## src/rtl/fp_add_arbiter.sv

```systemverilog
// Round-robin arbiter sharing one combinational FP32 adder, with a registered response slot.
// Define FP_ADD_ARB_FIXED_PRIO_EN for fixed-priority arbitration (lowest index wins).
module fp_add_arbiter #(
    parameter int NUM_REQ = 4,
    parameter int ID_W    = 2
) (
    input  logic                  clk,
    input  logic                  rst_n,
    input  logic [NUM_REQ-1:0]    req_valid,
    input  logic [NUM_REQ*32-1:0] req_a,
    input  logic [NUM_REQ*32-1:0] req_b,
    output logic [NUM_REQ-1:0]    req_ready,
    output logic [31:0]           add_a,
    output logic [31:0]           add_b,
    input  logic [31:0]           add_result,
    output logic                  rsp_valid,
    input  logic                  rsp_ready,
    output logic [ID_W-1:0]       rsp_id,
    output logic [31:0]           rsp_data,
    output logic [15:0]           grant_cnt
);

    typedef enum logic {
        EMPTY = 1'b0,
        FULL  = 1'b1
    } state_t;

    state_t state_q, state_d;

    logic [ID_W-1:0] ptr_q, ptr_d;
    logic [ID_W-1:0] gnt_idx, sel_idx;
    logic            any_valid, slot_free, grant;

`ifndef FP_ADD_ARB_FIXED_PRIO_EN
    localparam logic [ID_W:0] NREQ = (ID_W+1)'(NUM_REQ);
    logic [ID_W:0] scan;
`endif

    // First valid requester found when scanning from ptr (or from 0 in fixed priority)
    always_comb begin
        any_valid = 1'b0;
        gnt_idx   = '0;
`ifndef FP_ADD_ARB_FIXED_PRIO_EN
        scan      = '0;
`endif
        for (int k = 0; k < NUM_REQ; k++) begin
`ifdef FP_ADD_ARB_FIXED_PRIO_EN
            if (!any_valid && req_valid[ID_W'(k)]) begin
                any_valid = 1'b1;
                gnt_idx   = ID_W'(k);
            end
`else
            scan = {1'b0, ptr_q} + (ID_W+1)'(k);
            if (scan >= NREQ) scan = scan - NREQ;
            if (!any_valid && req_valid[scan[ID_W-1:0]]) begin
                any_valid = 1'b1;
                gnt_idx   = scan[ID_W-1:0];
            end
`endif
        end
    end

    always_ff @(posedge clk or negedge rst_n) begin
        if (!rst_n) state_q <= EMPTY;
        else        state_q <= state_d;
    end

    always_comb begin
        state_d = state_q;
        unique case (state_q)
            EMPTY: if (grant) state_d = FULL;
            FULL: begin
                if (grant)          state_d = FULL;
                else if (rsp_ready) state_d = EMPTY;
            end
        endcase
    end

    // Reset gating keeps req_ready quiet while rst_n is held low
    always_comb begin
        rsp_valid = (state_q == FULL);
        slot_free = (state_q == EMPTY) || rsp_ready;
        grant     = rst_n && slot_free && any_valid;
        req_ready = '0;
        if (grant) req_ready[gnt_idx] = 1'b1;
        sel_idx = grant ? gnt_idx : ptr_q;
        add_a   = req_a[{sel_idx, 5'b0} +: 32];
        add_b   = req_b[{sel_idx, 5'b0} +: 32];
    end

    always_comb begin
`ifdef FP_ADD_ARB_FIXED_PRIO_EN
        ptr_d = '0;
`else
        ptr_d = ptr_q;
        if (grant)
            ptr_d = (gnt_idx == ID_W'(NUM_REQ-1)) ? '0 : gnt_idx + 1'b1;
`endif
    end

    always_ff @(posedge clk or negedge rst_n) begin
        if (!rst_n) begin
            rsp_data  <= '0;
            rsp_id    <= '0;
            ptr_q     <= '0;
            grant_cnt <= '0;
        end else begin
            ptr_q <= ptr_d;
            if (grant) begin
                rsp_data  <= add_result;
                rsp_id    <= gnt_idx;
                grant_cnt <= grant_cnt + 16'd1;
            end
        end
    end

endmodule

```

## config.mk

```make
export PLATFORM = sky130hd
export DESIGN_NAME = fp_add_arbiter
export DESIGN_NICKNAME = d
export VERILOG_FILES = /design/src/rtl/fp_add_arbiter.sv
export SDC_FILE = /design/constraint.sdc
export NUM_CORES = 1
export LEC_CHECK = 0
export CORE_AREA = 5 5 156 158
export CTS_BUF_LIST = sky130_fd_sc_hd__clkbuf_2 sky130_fd_sc_hd__clkbuf_4 sky130_fd_sc_hd__clkbuf_8
export DETAILED_ROUTE_END_ITERATION = 16
export DIE_AREA = 0 0 161 163
export HOLD_SLACK_MARGIN = 0.08
export PLACE_DENSITY = 0.61
export SETUP_SLACK_MARGIN = 0.1
export SYNTH_ARGS = -nofsm -noshare
export SYNTH_HDL_FRONTEND = slang
export SYNTH_SLANG_ARGS = --single-unit
```

## constraint.sdc

```tcl
create_clock -name clk -period 5.4 [get_ports clk]
set_input_delay 0.54 -clock clk [delete_from_list [all_inputs] [get_ports clk]]
set_output_delay 0.54 -clock clk [all_outputs]
set_load 0.005 [all_outputs]
```

Yosys cells after proc, flatten, opt, wreduce, memory -nomap -nowiden. Cells that the tools add are included.

Flip-flop bits (word level): 53. Input bits: 295. Word-level logic and storage cells: 67.

Mux-type cells: 29. Reductions and logical operators: 10. $lt $le $gt $ge: 10. Bitwise operators: 1. Eq/ne operators: 1. Add/subtract/negate cells: 9. Shift-type cells: 2.

Operator list (number): variable part select 128 x 8 -> 32 bit (2); 2-to-1 mux 2 bit (10); adder 16 x 1 -> 16 bit (second input constant) (1); less-than comparator 2 x 3 -> 1 bit (second input constant) (5); 2-to-1 mux 1 bit (12); greater-or-equal comparator 3 bit (second input constant) (3); binary-select mux 1 bit (select 2 bit) (4); subtractor 2 x 1 -> 2 bit (second input constant) (4); adder 2 x 2 -> 3 bit (second input constant) (2); logical AND 1 bit (6); 2-to-1 mux 4 bit (1); adder 2 x 1 -> 3 bit (second input constant) (1); greater-or-equal comparator 2 x 3 -> 1 bit (second input constant) (1); logical NOT 1 bit (3); adder 2 x 1 -> 2 bit (second input constant) (1); demux 1 bit (select 2 bit) (1); equality test 2 bit (second input constant) (1); greater-or-equal comparator 2 x 1 -> 1 bit (second input constant) (1); case mux 1 bit (2 select lines) (1); logical OR 1 bit (1); NOT 1 bit (1).

Logic depth before layout (Yosys ltp). Gate-level depths: netlist of run 1.

Word-level depth: 19. Depth in mapped cells: 8. Gate-level depth less buffers: 7.

Least setup slack after synthesis of run 1. Ideal clock, no wire load.

Path type: input to output. Start: input port req_valid[0]. End: output port add_a[11]. Path buffers: 3. Slack: 2895 ps. Cell stages on the path: 8. Required time: 4860 ps. Data arrival time: 1965 ps. Cell sequence: o41ai_2 or2_1 buf_4 a21oi_1 a22oi_2 buf_6 buf_6 mux2i_1.

Word-level cells in the longest chain between the ends: 15.

Ends and longest elaborated chain: start, declared (RTL line 9) `input logic [NUM_REQ-1:0] req_valid,`; binary-select mux 1 bit (select 2 bit) (RTL line 55) `if (!any_valid && req_valid[scan[ID_W-1:0]]) begin`; 2-to-1 mux 1 bit (implied by the code) (RTL line 55); 2-to-1 mux 1 bit (RTL line 55); logical NOT 1 bit (RTL line 55); logical AND 1 bit (RTL line 55); 2-to-1 mux 1 bit (RTL line 55); logical NOT 1 bit (RTL line 55); logical AND 1 bit (RTL line 55); 2-to-1 mux 1 bit (RTL line 55); logical NOT 1 bit (RTL line 55); logical AND 1 bit (RTL line 55); 2-to-1 mux 1 bit (RTL line 55); logical AND 1 bit (RTL line 83) `grant = rst_n && slot_free && any_valid;`; 2-to-1 mux 2 bit * (RTL line 86) `sel_idx = grant ? gnt_idx : ptr_q;`; variable part select 128 x 8 -> 32 bit * (RTL line 87) `add_a = req_a[{sel_idx, 5'b0} +: 32];`; end, declared (RTL line 13) `output logic [31:0] add_a,`.

Every way passes the cells marked *; elsewhere a longest branch is shown, timed or not. The select of a mux whose other input is x is not followed.

Worst setup path in the final report of run 1.
Start: input port req_valid[1]. End: output port add_a[11].

Same word-level chain as after synthesis.

==> results.md, run 1 <==
* Status: complete, no violations
* Vias in the first global route at 4920
* Compound-Gate Fraction of Synth Area at 2.636%
* Most used routing layer in global routing: met2
* Worst Path Max Fanout at 128
* Crit. path cell count at 8
* Post_cts resized at 0
* I/O Pins at slightly above 400
* Synthesis-to-layout area growth at 98.32%
* Layout cells sized above 1 at 2.342%
* Post-Route WL at 21.56 mm
* Post-synthesis async set-or-reset flop share at 100.0%
* Met1 Usage GRT at around 16%
* GPL Wtd Cong at 0.7978
* RSZ-0062 raised after global routing: false
* Tcrit/Tclk final at 78.83%
* Hold slack final at between 0.4 and 0.5 ns
* Core Footprint at 0.02298 sq mm
* CP max stage cell: buf_12
* Reg2reg path depth at 6
* Overall power at around 2.7 mW
* Seq/Total Area, Yosys at 29.73%
* Top cells by area, synth: mux2i_1 (43%), dfrtp_1 (30%), nand2_1 (9.4%), buf_6 (4.8%), xnor2_1 (1.6%)
* Crit-path max cell delay at approximately 0.56 ns
* Die Ht at between 150 and 200 microns
* Slew @ Worst Pin at 1.003 ns
* Total CTS buffers at 5
* Worst Setup Start Kind: input pin
* Vias at just under 5000
* Synth Area in Adders at 1.402%
* DR iter-0 viols at 212
* Largest family of logic cells by synthesized area: multiplexers
* Clk_skew at around 0.0075 ns
* # setup viols final at 0
* Reg2reg end: grant_cnt[15]
* Port Buf Inserts at 413
* Wirelength per Cell at 18.73 microns
* Net Count, Synth at 758
* Root Driver: clkbuf_8
* Cell area after layout at slightly below 0.009 sq mm
* Worst reg-to-reg setup slack at between 3 and 4 ns
* Setup crit end kind: primary output
* Fmax at 234.9 MHz
* Hold_buf cts at 0
* Dpl cell area at 0.008735 sq mm
* Number of flops mapped to enable cells by yosys at 0
* Buf/Inv on CP at 3
* Mux contribution to synthesized area at 43.07%
* Cells along the critical path: clkdlybuf4s50_1, o41ai_2, o21ai_0, o31ai_4, buf_12, mux2i_1, mux2i_1, clkdlybuf4s50_1
* Post-route ant nets at 0
* Vias per inst at approximately 4.2
* Post-Synth Simple-Gate Area at 13.26%
* Die X at 161 microns
* Largest net degree at the start of global routing at 129
* Dpl hpwl at 17.95 mm
* WS Path Type: in2out
* Synth Flop Type: dfrtp_1
* Setup TNS at 0 ns
* Final nets at 1153
* Mean Syn Cell Area at 9.742 sq um
* Remaining DRCs at 0
* Routing usage on met3 at 5.391%
* Initial antenna violation count at 8
* CTS tree: done
* FP Rows at 56
* XOR/XNOR share of the synthesized area at 2.944%
* Post-CTS setup buffers at 0
* Min Tclk post-route at 4.257 ns
* Hold Crit Class: in2async
* Worst VDD drop at 0.3262 mV
* First-pass GRT wire length at 30.46 mm
* Top-count cell post-synth: mux2i_1
* Slew Viols, Final at 0
* All-layer global routing usage at 14.98%
* Max Cap Violations at 0
* R2R Path Start: rsp_valid
* Yosys reg bits at 53
* Clk buf depth at 2
* Netlist Area Pre-Place at between 0.004 and 0.005 sq mm
* Hold Violations, Final at 0
* Register clock-pin slew on the reported worst setup and hold paths at about 0.09 ns
* Netlist cell types at 32
* DR pass1 iterations at 4
* YS warnings at 0
* Top cell type's share of synthesized area at between 40% and 50%
* Worst setup margin at 1.143 ns
* Post-synth top cells: mux2i_1 (192), nand2_1 (112), dfrtp_1 (53)
* CP delay by family, top: buffers and inverters
* Met2 Usage GRT at 27.53%
* Remaining global-route overflow at 0
* Pwr per Cell Area at 301.1 mW/mm^2
* # H-tree levels at 2
* Later-pin clock latency in the skew report at 0.31 ns
* Leak at between 3 and 4 nW
* Crit path DAT at between 3 and 4 ns
* Critical Path RT at a little under 5 ns
* Cell taking the most area after synthesis: mux2i_1
* Post-Synthesis Cells at approximately 460
* DP Worst Slack at 1.203 ns
* Die area at approximately 0.026 sq mm
* Clock sink total at 53
* Worst slew margin at 33.10%
* Starting density of the core at slightly below 20%
[routing by layer]
metal / part of all wire (%) / wire [microns] / vias up
li1: - / - / 2379
met1: 36 / 7721 / 2222
met2: 52 / 11200 / 221
met3: 9.3 / 1998 / 30
met4: 3.0 / 643 / 0
met5: 0 / 0 / -
[state kept, by name (all words and copies together) (netlist names)]
| name | count |
|---|---|
| grant_cnt | 16 |
| ptr_q | 2 |
| rsp_data | 32 |
| rsp_id | 2 |
| rsp_valid | 1 |
[placed cells by master, fill, tap and decap left out, types with 2 or more instances in the layout]
| cell type | count |
|---|---|
| ha_1 | 5 |
| o21ai_0 | 4 |
| diode_2 | 7 |
| nand3_1 | 3 |
| nand2_1 | 112 |
| xnor2_1 | 8 |
| mux2i_1 | 192 |
| dfrtp_1 | 53 |
| clkdlybuf4s50_1 | 412 |
| xor2_1 | 7 |
| buf_4 | 3 |
| nor2_1 | 6 |
| clkbuf_8 | 6 |
| inv_1 | 7 |
| buf_12 | 2 |
| and2_1 | 7 |
| nor2b_1 | 3 |
| and3_1 | 5 |
| nand4_1 | 2 |
[kinds of logic after synthesis]
| logic type | count (synthesis) |
|---|---|
| XOR/XNOR | 15 |
| multiplexers | 192 |
| AND/OR/NAND/NOR | 143 |
| flip-flops | 53 |
| buffers and inverters | 37 |
| adder cells (fa/ha/maj) | 5 |
| AO/OA/AOI/OAI | 13 |
[worst max-delay path by stage]
stage                      to    startpoint  slack, ns
floorplan           add_a[11]  req_valid[0]       2.90
global placement    add_a[11]  req_valid[1]       1.20
detailed placement  add_a[11]  req_valid[1]       1.20
CTS                 add_a[11]  req_valid[1]       1.19
global route        add_a[11]  req_valid[1]       0.96
finish              add_a[11]  req_valid[1]       1.14
[report_power, final]
part / switching [mW] / internal (mW) / total, mW
clock network: 0.132 / 0.104 / 0.236
registers: 0.0569 / 0.465 / 0.522
logic: 0.764 / 1.14 / 1.91
total: 0.953 / 1.71 / 2.66
[stage by stage]
| stage | utilization (%) | cells |
|---|---|---|
| floorplan | - | 458 |
| global placement | 38.01 | 1136 |
| detailed placement | 38.01 | 1136 |
| CTS | 38.43 | 1144 |
| global route | 38.50 | 1151 |
| finish | 38.50 | 1151 |
[layout make-up]
| type | count | area, sq um |
|---|---|---|
| Inverter | 7 | 26.28 |
| Clock buffer | 6 | 82.58 |
| Clock inverter | 2 | 13.76 |
| Antenna cell | 7 | 17.52 |
| Fill cell | 2303 | 14130 |
| Sequential cell | 53 | 1326 |
| Tap cell | 290 | 362.8 |
| Timing Repair Buffer | 418 | 4192 |
| Multi-Input combinational cell | 368 | 2828 |
Note: power is estimated with default switching activity, not from simulation.
==> run 2: changes to the inputs <==
==> constraint.sdc (replaced) <==
create_clock -name clk -period 4.3 [get_ports clk]
set_input_delay 0.43 -clock clk [delete_from_list [all_inputs] [get_ports clk]]
set_output_delay 0.43 -clock clk [all_outputs]
set_load 0.005 [all_outputs]
==> run 2 against run 1 <==
  * Via count is 0.91% lower
  * First-iteration DRC count down 28%
  * Core utilization is 0.13 points higher
  * Sequential power increased by 25%
  * Die area is the same
  * Count of clock-buffer cells in the layout did not move
  * Clock skew down 0.0031 ns
  * Sequential share of layout area about the same
  * Clock power is 21% higher
  * Hold slack lost 0.13 ns
  * Flip-flop and latch count unchanged
  * Power grew 26%
  * Largest cell class unchanged
==> results.md, run 2 (synthesis gave the netlist of run 1 again) <==
* CTS tree: done
* I/O Pins at approximately 410
* Status: complete, no violations
* Commonest cells after routing, fill and taps aside: clkdlybuf4s50_1 (412), mux2i_1 (192), nand2_1 (112), dfrtp_1 (53), xnor2_1 (8)
* Remaining global-route overflow at 0
* Dpl cell area at 0.008785 sq mm
* Initial antenna violation count at 3
* Hold Violations, Final at 0
* Most flop-heavy register: rsp_data
* # setup viols final at 0
* Largest register FFs at 32
* Slew @ Worst Pin at 0.6883 ns
* # H-tree levels at 2
* Clk buf depth at 2
* Worst Path Max Fanout at 64
* Wirelength per Cell at ~19 microns
* All-layer global routing usage at approximately 15%
* Cell area after layout at 0.008877 sq mm
* Post_cts resized at 0
* Worst VDD drop at 0.2871 mV
* Max Cap Violations at 0
* Final nets at about 1200
* CP max stage cell: clkdlybuf4s50_1
* Most common cell after layout, fill and taps aside: clkdlybuf4s50_1
* Layout cells sized above 1 at between 2 and 3%
* Remaining DRCs at 0
* Later-pin clock latency in the skew report at around 0.30 ns
* Clock sink total at 53
* Port Buf Inserts at 413
* Hold slack final at around 0.31 ns
* DR iter-0 viols at 153
* Crit path DAT at 3.51 ns
* Sequential power share at 19.4%
* Biggest regs: rsp_data x32, grant_cnt x16
* P_sw at 1.217 mW
* Register clock-pin slew on the reported worst setup and hold paths at approximately 0.10 ns
* Largest net degree at the start of global routing at between 60 and 70
* Dpl hpwl at 18.45 mm
* Root Driver: clkbuf_8
* Vias at 4808
* Clock share of power at 8.5%
* Setup TNS at 0 ns
* Core Footprint at 0.02298 sq mm
* Hold Crit Class: in2async
* Worst Setup Start Kind: input pin
* Slew Viols, Final at 0
* Critical Path RT at approximately 3.9 ns
* Total internal power at 2.152 mW
* GPL Wtd Cong at 0.8494
* FP Rows at 56
* Crit-path max cell delay at ~0.56 ns
* CP delay by family, top: buffers and inverters
* Tcrit/Tclk final at 91.73%
* Die area at 0.02624 sq mm
* Clk_skew at 0.004453 ns
* Vias per inst at 4.177
* Cells along the critical path: clkdlybuf4s50_1, o41ai_2, or2_1, buf_4, a22oi_2, buf_12, mux2i_1, clkdlybuf4s50_1
* Buf/Inv on CP at 4
* Hold_buf cts at 0
* Leak at between 3 and 4 nW
* Post-CTS setup buffers at 0
* Worst slew margin at 54.11%
* Pwr per Cell Area at 379.5 mW/mm^2
* Combinational power share at 72.1%
* Post-route ant nets at 0
* DR pass1 iterations at 4
* Die Ht at 163 microns
* RSZ-0062 raised after global routing: false
* Crit-path most repeated cell: clkdlybuf4s50_1
* Post-Route WL at 21.68 mm
* Setup crit end kind: primary output
* WS Path Type: in2out
* Total CTS buffers at 5
* Starting density of the core at 19.41%
* Die X at 161 microns
* Min Tclk post-route at 3.944 ns
* Synthesis-to-layout area growth at 98.96%
* First-pass GRT wire length at 31.02 mm
* Switching fraction of total power at 36.13%
* Vias in the first global route at 4991
* Fmax at 253.5 MHz
[run 2: layer usage]
layer  global-route usage (%)  up-vias  wire length (microns)
met5                        0        -                      0
met4                    3.761        0                    273
met3                    6.201       14                   2134
met2                    28.97      210                  11660
met1                    15.64     2201                   7619
li1                         -     2383                      -
[run 2: cell type report]
| cell class | count | area (sq um) |
|---|---|---|
| antenna | 3 | 7.507 |
| timing repair buffer | 423 | 4242 |
| multi-input combinational | 368 | 2828 |
| clock inverter | 1 | 8.758 |
| clock buffer | 6 | 76.32 |
| inverter | 7 | 26.28 |
| tap | 290 | 362.8 |
| sequential | 53 | 1326 |
| fill | 2334 | 14100 |
[run 2: power groups by stage]
stage / clock network (mW) / logic (mW) / registers (mW)
2_1_floorplan: 0 / 1.28 / 0.660
3_3_place_gp: 0 / 2.47 / 0.659
3_5_place_dp: 0 / 2.46 / 0.661
4_1_cts: 0.303 / 2.47 / 0.654
5_1_grt: 0.321 / 2.61 / 0.666
6_report: 0.286 / 2.43 / 0.653
[run 2: through the flow]
step           worst slack, ns  util (%)  total power, mW  instances
4_1_cts                 0.3324     38.59            3.429       1148
3_3_place_gp            0.3546     38.22            3.124       1141
6_report                0.3556     38.63            3.369       1151
5_1_grt                 0.1393     38.63            3.602       1151
3_5_place_dp            0.3406     38.22            3.123       1141
2_1_floorplan            2.015         -            1.945        458
[run 2: path summary, 6_finish.rpt]
| kind | start | end | slack [ns] | cells after the start |
|---|---|---|---|---|
| min in group clk | rst_n | rsp_valid | 0.43 | 3 |
| max in group asynchronous | rst_n | rsp_data[3] | 3.53 | 2 |
| max reg2reg | rsp_valid | grant_cnt[15] | 2.47 | 6 |
| max | req_valid[1] | add_a[11] | 0.36 | 8 |
| min | rst_n | grant_cnt[7] | 0.31 | 2 |
| min reg2reg | grant_cnt[15] | grant_cnt[15] | 0.48 | 1 |
==> run 3: changes to the inputs <==
--- a/config.mk
+++ b/config.mk
@@ -9,7 +9,7 @@
 export CTS_BUF_LIST = sky130_fd_sc_hd__clkbuf_2 sky130_fd_sc_hd__clkbuf_4 sky130_fd_sc_hd__clkbuf_8
 export DETAILED_ROUTE_END_ITERATION = 16
 export DIE_AREA = 0 0 161 163
-export HOLD_SLACK_MARGIN = 0.08
+export HOLD_SLACK_MARGIN = 0.05
 export PLACE_DENSITY = 0.61
 export SETUP_SLACK_MARGIN = 0.1
 export SYNTH_ARGS = -nofsm -noshare
==> results of run 3 <==
The final DEF is identical to that of run 2; final timing and power are the same.
